`config.mk`:
```
export PLATFORM = sky130hd
export DESIGN_NAME = ps2_key_event
export DESIGN_NICKNAME = d
export VERILOG_FILES = /design/src/rtl/ps2_pkg.sv /design/src/rtl/ps2_scan2ascii.sv /design/src/rtl/ps2_key_event.sv
export SDC_FILE = /design/constraint.sdc
export NUM_CORES = 1
export LEC_CHECK = 0
export ABC_AREA = 1
export BUFFER_PORTS_ARGS = -buffer_cell sky130_fd_sc_hd__buf_2
export CAP_MARGIN = 20
export CORE_MARGIN = 10
export CORE_UTILIZATION = 57
export CTS_CLUSTER_SIZE = 14
export DETAILED_ROUTE_END_ITERATION = 6
export GPL_TIMING_DRIVEN = 0
export HOLD_SLACK_MARGIN = 0.15
export MAX_ROUTING_LAYER = met4
export PLACE_DENSITY = 0.8
export SLEW_MARGIN = 5
export SYNTH_ARGS = -nofsm -noshare
export SYNTH_HDL_FRONTEND = slang
export SYNTH_SLANG_ARGS = --single-unit
```
`constraint.sdc`:
```
create_clock -name clk -period 2.7 [get_ports clk]
set_clock_uncertainty 0.1 [all_clocks]
set_input_delay 0.81 -clock clk [delete_from_list [all_inputs] [get_ports clk]]
set_output_delay 0.81 -clock clk [all_outputs]
set_load 0.01 [all_outputs]
```
`src/rtl/ps2_pkg.sv`:
```
// Shared scan-code constants and state encodings for the PS/2 key-event decoder.
package ps2_pkg;

    localparam logic [7:0] SC_EXT    = 8'hE0;
    localparam logic [7:0] SC_BRK    = 8'hF0;
    localparam logic [7:0] SC_LSHIFT = 8'h12;
    localparam logic [7:0] SC_RSHIFT = 8'h59;
    localparam logic [7:0] SC_CAPS   = 8'h58;

    typedef enum logic [1:0] {
        P_NONE,
        P_EXT,
        P_BRK,
        P_EXT_BRK
    } pfx_t;

    typedef enum logic {
        S_IDLE,
        S_WAIT
    } fetch_t;

endpackage

```
`src/rtl/ps2_scan2ascii.sv`:
```
// Set-2 scan code to ASCII lookup; letters are case-folded by 'upper', extended codes map to 00.
module ps2_scan2ascii (
    input  logic [7:0] code,
    input  logic       ext,
    input  logic       upper,
    output logic [7:0] ascii
);

    logic [7:0] lower;

    always_comb begin
        lower = 8'h00;
        ascii = 8'h00;
        case (code)
            8'h1C: lower = 8'h61;
            8'h32: lower = 8'h62;
            8'h21: lower = 8'h63;
            8'h23: lower = 8'h64;
            8'h24: lower = 8'h65;
            8'h2B: lower = 8'h66;
            8'h34: lower = 8'h67;
            8'h33: lower = 8'h68;
            8'h43: lower = 8'h69;
            8'h3B: lower = 8'h6A;
            8'h42: lower = 8'h6B;
            8'h4B: lower = 8'h6C;
            8'h3A: lower = 8'h6D;
            8'h31: lower = 8'h6E;
            8'h44: lower = 8'h6F;
            8'h4D: lower = 8'h70;
            8'h15: lower = 8'h71;
            8'h2D: lower = 8'h72;
            8'h1B: lower = 8'h73;
            8'h2C: lower = 8'h74;
            8'h3C: lower = 8'h75;
            8'h2A: lower = 8'h76;
            8'h1D: lower = 8'h77;
            8'h22: lower = 8'h78;
            8'h35: lower = 8'h79;
            8'h1A: lower = 8'h7A;
            8'h45: ascii = 8'h30;
            8'h16: ascii = 8'h31;
            8'h1E: ascii = 8'h32;
            8'h26: ascii = 8'h33;
            8'h25: ascii = 8'h34;
            8'h2E: ascii = 8'h35;
            8'h36: ascii = 8'h36;
            8'h3D: ascii = 8'h37;
            8'h3E: ascii = 8'h38;
            8'h46: ascii = 8'h39;
            8'h29: ascii = 8'h20;
            8'h5A: ascii = 8'h0D;
            8'h66: ascii = 8'h08;
            default: ;
        endcase
        // Letters differ from their capitals only in bit 5.
        if (lower != 8'h00) ascii = upper ? (lower ^ 8'h20) : lower;
        if (ext) ascii = 8'h00;
    end

endmodule

```
`src/rtl/ps2_key_event.sv`:
```
// Pops scan-code bytes from ps2_keyboard, folds E0/F0 prefixes into single key events,
// and tracks the held key, shift/caps state and new-press count.
import ps2_pkg::*;

module ps2_key_event #(
    parameter int COUNT_W    = 8,
    parameter bit REPEAT_EVT = 1'b1
) (
    input  logic               clk,
    input  logic               clrn,
    input  logic               ready,
    input  logic [7:0]         data,
    input  logic               overflow,
    output logic               nextdata_n,
    output logic               key_valid,
    output logic [7:0]         key_code,
    output logic               key_ext,
    output logic               key_break,
    output logic               key_repeat,
    output logic [7:0]         key_ascii,
    output logic               key_held,
    output logic [COUNT_W-1:0] press_count,
    output logic               shift_on,
    output logic               caps_on,
    output logic               err_ovf
);

    fetch_t     state, state_nxt;
    pfx_t       pfx, pfx_nxt;
    logic       pop;
    logic [8:0] held_q;
    logic       shift_l, shift_r, caps_down;

    logic       ev_ext, ev_brk, is_final;
    logic       is_lsh, is_rsh, is_caps, is_mod;
    logic       held_match, rep, rep_make, emit;
    logic [7:0] ascii_raw, ev_ascii;

    // Gating with clrn keeps the pop strobe idle while reset is asserted.
    always_comb begin
        state_nxt = state;
        pop       = 1'b0;
        case (state)
            S_IDLE: if (ready && clrn) begin
                pop       = 1'b1;
                state_nxt = S_WAIT;
            end
            S_WAIT: state_nxt = S_IDLE;
            default: state_nxt = S_IDLE;
        endcase
    end

    assign nextdata_n = ~pop;

    // Malformed prefix runs collapse onto the rule for the latest prefix byte.
    always_comb begin
        pfx_nxt = pfx;
        if (pop) begin
            if (data == SC_EXT)      pfx_nxt = P_EXT;
            else if (data == SC_BRK) pfx_nxt = (pfx == P_EXT) ? P_EXT_BRK : P_BRK;
            else                     pfx_nxt = P_NONE;
        end
    end

    always_comb begin
        ev_ext     = (pfx == P_EXT) || (pfx == P_EXT_BRK);
        ev_brk     = (pfx == P_BRK) || (pfx == P_EXT_BRK);
        is_final   = pop && (data != SC_EXT) && (data != SC_BRK);
        is_lsh     = !ev_ext && (data == SC_LSHIFT);
        is_rsh     = !ev_ext && (data == SC_RSHIFT);
        is_caps    = !ev_ext && (data == SC_CAPS);
        is_mod     = is_lsh || is_rsh || is_caps;
        held_match = key_held && (held_q == {ev_ext, data});
        if (is_lsh)       rep = shift_l;
        else if (is_rsh)  rep = shift_r;
        else if (is_caps) rep = caps_down;
        else              rep = held_match;
        rep_make   = !ev_brk && rep;
        emit       = is_final && (!rep_make || REPEAT_EVT);
        ev_ascii   = ev_brk ? 8'h00 : ascii_raw;
    end

    ps2_scan2ascii u_scan2ascii (
        .code  (data),
        .ext   (ev_ext),
        .upper (shift_on ^ caps_on),
        .ascii (ascii_raw)
    );

    assign shift_on = shift_l | shift_r;

    always_ff @(posedge clk) begin
        if (!clrn) begin
            state       <= S_IDLE;
            pfx         <= P_NONE;
            key_valid   <= 1'b0;
            key_code    <= 8'h00;
            key_ext     <= 1'b0;
            key_break   <= 1'b0;
            key_repeat  <= 1'b0;
            key_ascii   <= 8'h00;
            key_held    <= 1'b0;
            held_q      <= 9'h000;
            press_count <= '0;
            shift_l     <= 1'b0;
            shift_r     <= 1'b0;
            caps_down   <= 1'b0;
            caps_on     <= 1'b0;
            err_ovf     <= 1'b0;
        end else begin
            state     <= state_nxt;
            pfx       <= pfx_nxt;
            key_valid <= emit;
            if (overflow) err_ovf <= 1'b1;
            if (emit) begin
                key_code   <= data;
                key_ext    <= ev_ext;
                key_break  <= ev_brk;
                key_repeat <= rep_make;
                key_ascii  <= ev_ascii;
            end
            if (is_final) begin
                if (is_lsh) shift_l <= !ev_brk;
                if (is_rsh) shift_r <= !ev_brk;
                if (is_caps) begin
                    caps_down <= !ev_brk;
                    if (!ev_brk && !caps_down) caps_on <= !caps_on;
                end
                if (!is_mod) begin
                    if (!ev_brk) begin
                        if (!held_match) begin
                            held_q      <= {ev_ext, data};
                            key_held    <= 1'b1;
                            press_count <= press_count + 1'b1;
                        end
                    end else if (held_match) begin
                        key_held <= 1'b0;
                    end
                end
            end
        end
    end

endmodule

```
==> results.toml, run 1 <==
[setup_path]
cp-start-kind = "primary input"
end_kind = "flop"
rrSetupSlack_ps = 900
worstPathRequired_ps = 2770
cp_max_fo = 10
worstPathArrival_ps = 2350
worstSetupPathType = "in -> reg"

[finish]
fin_util_pct = 65.9
antenna_cells = 0
layout-drive-gt1-share_pct = 26.5
finalNonFillerCells = 546
syn2layout_area_growth_pct = 13.5
stdcell_area_um2 = 3320
fillerInstances = 458
layout.nets = 488

[synthesis]
postSynthCellCount = 429
async_flop_share_pct = 0
synth_top_flop_cell = "dfxtp_1"
synth_area_leader_cell = "dfxtp_1"
avgSynthCellArea_um2 = 6.83
syn-cell-area_um2 = 2930
netlist_top_cells_count = "nand2_1, dfxtp_1, nor2_1, nand3_1, a21oi_1"
ys_seq_area_share_pct = 30.7
yosysMostFrequentCell = "nand2_1"
synth_warnings = 0
ys_seq_elements = 45
synth_area_leaders = "dfxtp_1, nand2_1, nand3_1"
synth_cell_types = 39
synth_fp_nets = 442
synth-edff-count = 0
synth_top_cell_area_share_pct = 30.7

[clock_tree]
cts.htree.levels = 2
cts_hold_buf = 0
cts_buffers = 5
clk_latency_ps = 300
cts_setup_buffers = 0
cts_tree = "built"
cts_resized = 0
path_clk_slew_ps = 90
cts.sinks = 45
clockBufferDepth = 2
root_buffer = "clkbuf_8"

[detailed_routing]
vias = 2967
routed_via_density = 5.43
first_iter_violations = 150
drtAntennaViolNets = 0
wirelength_mm = 8.06
drc_errors = 0
dr.pass1.iters = 5
wl_per_cell_um = 14.8

[global_route]
grt_pass1_wl_mm = 13.6
grt_pass1_vias = 2941
antenna_found_initial = 0
grt.overflow.total = 0
grt_max_degree = 15
grt_usage_pct = 19.6

[die]
io-pin-count = 45
die_area_um2 = 8410
rows = 26
die_h_um = 91.7
die_x_um = 91.7
core_um2 = 5040
start_util_pct = 58.1

[timing]
period_share_pct = 84.3
tns_ps = 0
relSlewSlack_pct = 59.3
worst_pin_slew_ps = 611
setup_viol = 0
finalMaxSlewViolations = 0
clock.fmax_mhz = 439
hold_viol = 0
rsz0062_at_grt = "no"
period_minus_slack_ps = 2280

[job]
drv_cap = 0

[place]
io_buffers = 39
gp_congestion = 0.923
postPlaceCellArea_um2 = 3210
placedCellCount = 538
hpwl_mm = 6.35

[pwr]
power_uw = 1450
ir_drop_v = 0.000340
power.density_nw_per_um2 = 437
leakage_uw = 0.00158

[outcome]
outcome = "complete, no violations"

[min_path]
hold_path_class = "reg -> reg"
## layout make-up
type                    count  area, um^2  share of cell area (%)
multi-input cells         336        1800                    54.0
flip-flops and latches     45         901                    27.1
repair buffers             39         195                    5.87
inverters                  33         124                    3.73
plain buffers              15         110                    3.31
well taps                  70        87.6                    2.63
clock buffers               6        72.6                    2.18
clock inverters             2        38.8                    1.17
## stage by stage
step | hold slack [ps] | setup slack, ps
after global placement | 343 | 176
after global routing | 380 | 263
final | 367 | 424
after CTS | 368 | 440
after detailed placement | 355 | 145
after floorplan | 337 | 507
## routing by layer
| layer | up-vias | GRT usage (%) | wire length (um) |
|---|---|---|---|
| li1 | 1488 | - | - |
| met1 | 1369 | 22.0 | 3520 |
| met2 | 90 | 34.4 | 4020 |
| met3 | 20 | 3.10 | 317 |
| met4 | 0 | 7.33 | 192 |
| met5 | - | - | 0 |
## critical path, cell delays in order
cell and delay [ps]:
buf_2 150, inv_2 120, nand2_2 90, nor2_2 160, nand3b_1 180, nand2_1 310, inv_2 140, buf_2 220
nand2_1 100, a21oi_1 60
## flip-flops by register name (all words and copies together), names as in the netlist, 2 cells and up
register / flops
held_q: 9
key_ascii: 7
key_code: 8
pfx: 2
press_count: 8
## path summary, 6_finish.rpt
check        startpoint          end  depth (start not counted)
max             data[1]  key_code[7]                         10
min             key_ext      key_ext                          2
max reg2reg       state  key_code[7]                          8
min reg2reg     key_ext      key_ext                          2
## power by group
part	leakage, uW	internal, uW	switching, uW
combinational	0.00116	73.6	154
sequential	0.000366	687	17.3
clock	0.0000554	278	243
## cell usage in the layout (no fill, tap or decap), drive strengths merged
| master | instances |
|---|---|
| o211ai | 1 |
| xnor2 | 5 |
| o22ai | 2 |
| inv | 33 |
| buf | 52 |
| o21ai | 16 |
| o21a | 1 |
| nand3b | 5 |
| nand2 | 133 |
| a21oi | 40 |
| nand3 | 40 |
| clkbuf | 8 |
| a211oi | 1 |
| and2 | 1 |
| ha | 1 |
| bufinv | 1 |
| dfxtp | 45 |
| xor2 | 6 |
| nor3 | 4 |
| nand4 | 15 |
| conb | 1 |
| clkinv | 1 |
| nor2 | 64 |
## cells by family after synthesis
family / Yosys count / share of synthesized area [%]
adders and majority gates: 1 / 0.427
AOI/OAI and AO/OA: 61 / 12.3
buffers and inverters: 48 / 7.98
and+or+nand+nor: 262 / 45.1
xor gates and xnor gates: 11 / 3.29
DFF: 45 / 30.7
other: 1 / 0.128
(Power assumes the default switching activity.)
==> run 2, diff against run 1 <==
Settings changed: ABC_AREA 1 to 0.
Clock period 2.7 ns to 2.1 ns, I/O delays scaled along.
==> run 2 against run 1 <==
Net effect: the run now ends with negative setup slack left; final cell count decreased by 13%; register-to-register slack got worse by 860 ps; sequential power increased by 27%; non-clock buffer count increased by 30; area after synthesis decreased by 3.0%; clock power increased by 4.8%; core utilization increased by 8.6 points; critical path depth decreased by 3; power increased by 26%; critical endpoint is now key_ascii[5]; largest cell class unchanged; largest power group unchanged.
==> results.toml, run 2 <==
[synthesis]
yosysMostFrequentCell = "nand2_1"
async_flop_share_pct = 0
synth_warnings = 0
synth_top_cell_area_share_pct = 31.7
netlist_top_cells_count = "nand2_1, dfxtp_1, o21ai_0, nor2_1, buf_2"
synth_top_family_by_area = "simple AND/OR/NAND/NOR gates"
synth_area_leaders = "dfxtp_1, nand2_1, mux2i_1"
avgSynthCellArea_um2 = 8.10
synth_cell_types = 65
synth_area_leader_cell = "dfxtp_1"
syn-cell-area_um2 = 2840
ys_seq_area_share_pct = 31.7
synth-simple-area-share_pct = 28.8
synth_mux_area_share_pct = 4.98
synth_fa_ha_area_share_pct = 0.440
postSynthCellCount = 351
synth_compound_area_share_pct = 21.7
synth_top_flop_cell = "dfxtp_1"
ys_seq_elements = 45
synth-edff-count = 0
synth_fp_nets = 364
synthXorXnorAreaFrac_pct = 4.62

[place]
gp_congestion = 0.981
hpwl_mm = 6.16
postPlaceCellArea_um2 = 3190
io_buffers = 40
pre_cts_ws_ps = -528

[setup_path]
worstPathRequired_ps = 2230
end_kind = "flop"
worstSetupPathType = "in -> reg"
cp_max_fo = 8
cp-start-kind = "primary input"
worstPathArrival_ps = 2260

[timing]
hold_viol = 0
period_minus_slack_ps = 2130
period_share_pct = 101
clock.fmax_mhz = 470
rsz0062_at_grt = "yes"
setup_viol = 4
finalWorstSetupSlack_ps = -26.8
finalMaxSlewViolations = 0
relSlewSlack_pct = 62.4
worst_pin_slew_ps = 560

[die]
die_h_um = 90.6
start_util_pct = 59.4
die_x_um = 90.6
rows = 25
io-pin-count = 45
die_area_um2 = 8210
core_um2 = 4790

[job]
drv_cap = 0

[finish]
largest_register_ffs = 9
multi_input_area_um2 = 1870
final_cell_mix = "nand2_1, dfxtp_1, buf_2"
layout-drive-gt1-share_pct = 32.0
stdcell_area_um2 = 3570
regArea_um2 = 902
regMostFlops = "held_q"
layout.nets = 422
fillerInstances = 374
layout_commonest_cell = "nand2_1"
antenna_cells = 0
syn2layout_area_growth_pct = 25.5
top_regs = "held_q: 9 flops, key_code: 8 flops, press_count: 8 flops"

[detailed_routing]
drc_errors = 0
drtAntennaViolNets = 0
routed_via_density = 6.09
wirelength_mm = 8.69
wl_per_cell_um = 18.2
dr.pass1.iters = 5
vias = 2903
first_iter_violations = 287

[global_route]
grt_pass1_vias = 2838
grt.overflow.total = 0
grt_max_degree = 16
grt_usage_pct = 21.1
antenna_found_initial = 0
grt_pass1_wl_mm = 14.0

[clock_tree]
cts.htree.levels = 2
clk_latency_ps = 310
clockBufferDepth = 2
cts.sinks = 45
root_buffer = "clkbuf_8"
path_clk_slew_ps = 80
cts_buffers = 5
cts_tree = "built"

[pwr]
power.density_nw_per_um2 = 512
leakage_uw = 0.00148
ir_drop_v = 0.000467

[min_path]
hold_path_class = "reg -> reg"

[outcome]
outcome = "complete, but fails checks"
violations = "negative setup slack"
run 2: changes by cell type after synthesis, moves of 12 or more:
cell,change
mux2i_1,+13
a21oi_1,-24
inv_1,-14
nand2_1,-61
nand3_1,-32
nand2_2,-19
nor2_1,-29
nor2_2,-12
run 2: worst paths after layout:
check | from | cells after the start | end | slack, ps
setup / recovery | data[6] | 7 | key_ascii[5] | -30
hold / removal | key_ascii[6] | 2 | key_ascii[6] | 350
setup reg to reg | state | 7 | press_count[5] | 40
hold reg to reg | key_ascii[6] | 2 | key_ascii[6] | 350
run 2: metrics by stage:
stage,instances,utilization [%],total power [uW],hold slack (ps),TNS (ps)
after global routing,477,74.5,1900,380,-197
after global placement,458,66.6,1230,330,-13070
after floorplan,351,-,1140,365,-2040
after CTS,473,71.6,1800,352,0
final,477,74.5,1820,349,-40.4
after detailed placement,458,66.6,1240,341,-13950
run 2: repair_timing:
item	CTS	global route
pin swaps	10	7
gates resized for setup	24	35
buffers inserted	7	5
endpoints found under the setup margin	26	22
gates cloned	2	0
hold buffers	0	0
run 2: final cells by class:
type | instances | share of cell area [%]
Clock buffer | 5 | 1.93
Multi-Input combinational cell | 264 | 52.5
Clock inverter | 3 | 0.596
Timing Repair Buffer | 53 | 9.79
Tap cell | 67 | 2.35
Sequential cell | 45 | 25.3
Inverter | 9 | 1.05
Buffer | 31 | 6.53
run 2: critical path, stage by stage:
cell and delay (ps):
buf_8 110, or4b_4 590, or3_4 350, o221a_4 140, nand4b_1 160, o21ai_2 100
o211ai_1 170
run 2: per-layer routing:
metal	vias up	part of all wire, %	wire (um)	global-route usage (%)
li1	1370	-	-	-
met4	0	2.1	183	7.56
met2	152	45	3940	32.3
met3	24	10	876	7.56
met5	-	0	0	-
met1	1357	42	3690	24.7
run 2: kinds of logic after synthesis:
family	after synthesis
flops	45
buf+inv	43
mux	14
fa+ha+maj	1
compound gates	88
xor+xnor	15
other cells	1
simple gates	144
run 2: power breakdown:
group	total, uW	switching, uW	internal [uW]
clock	546	310	236
combinational	384	216	168
sequential	895	16.0	879
total	1820	542	1280
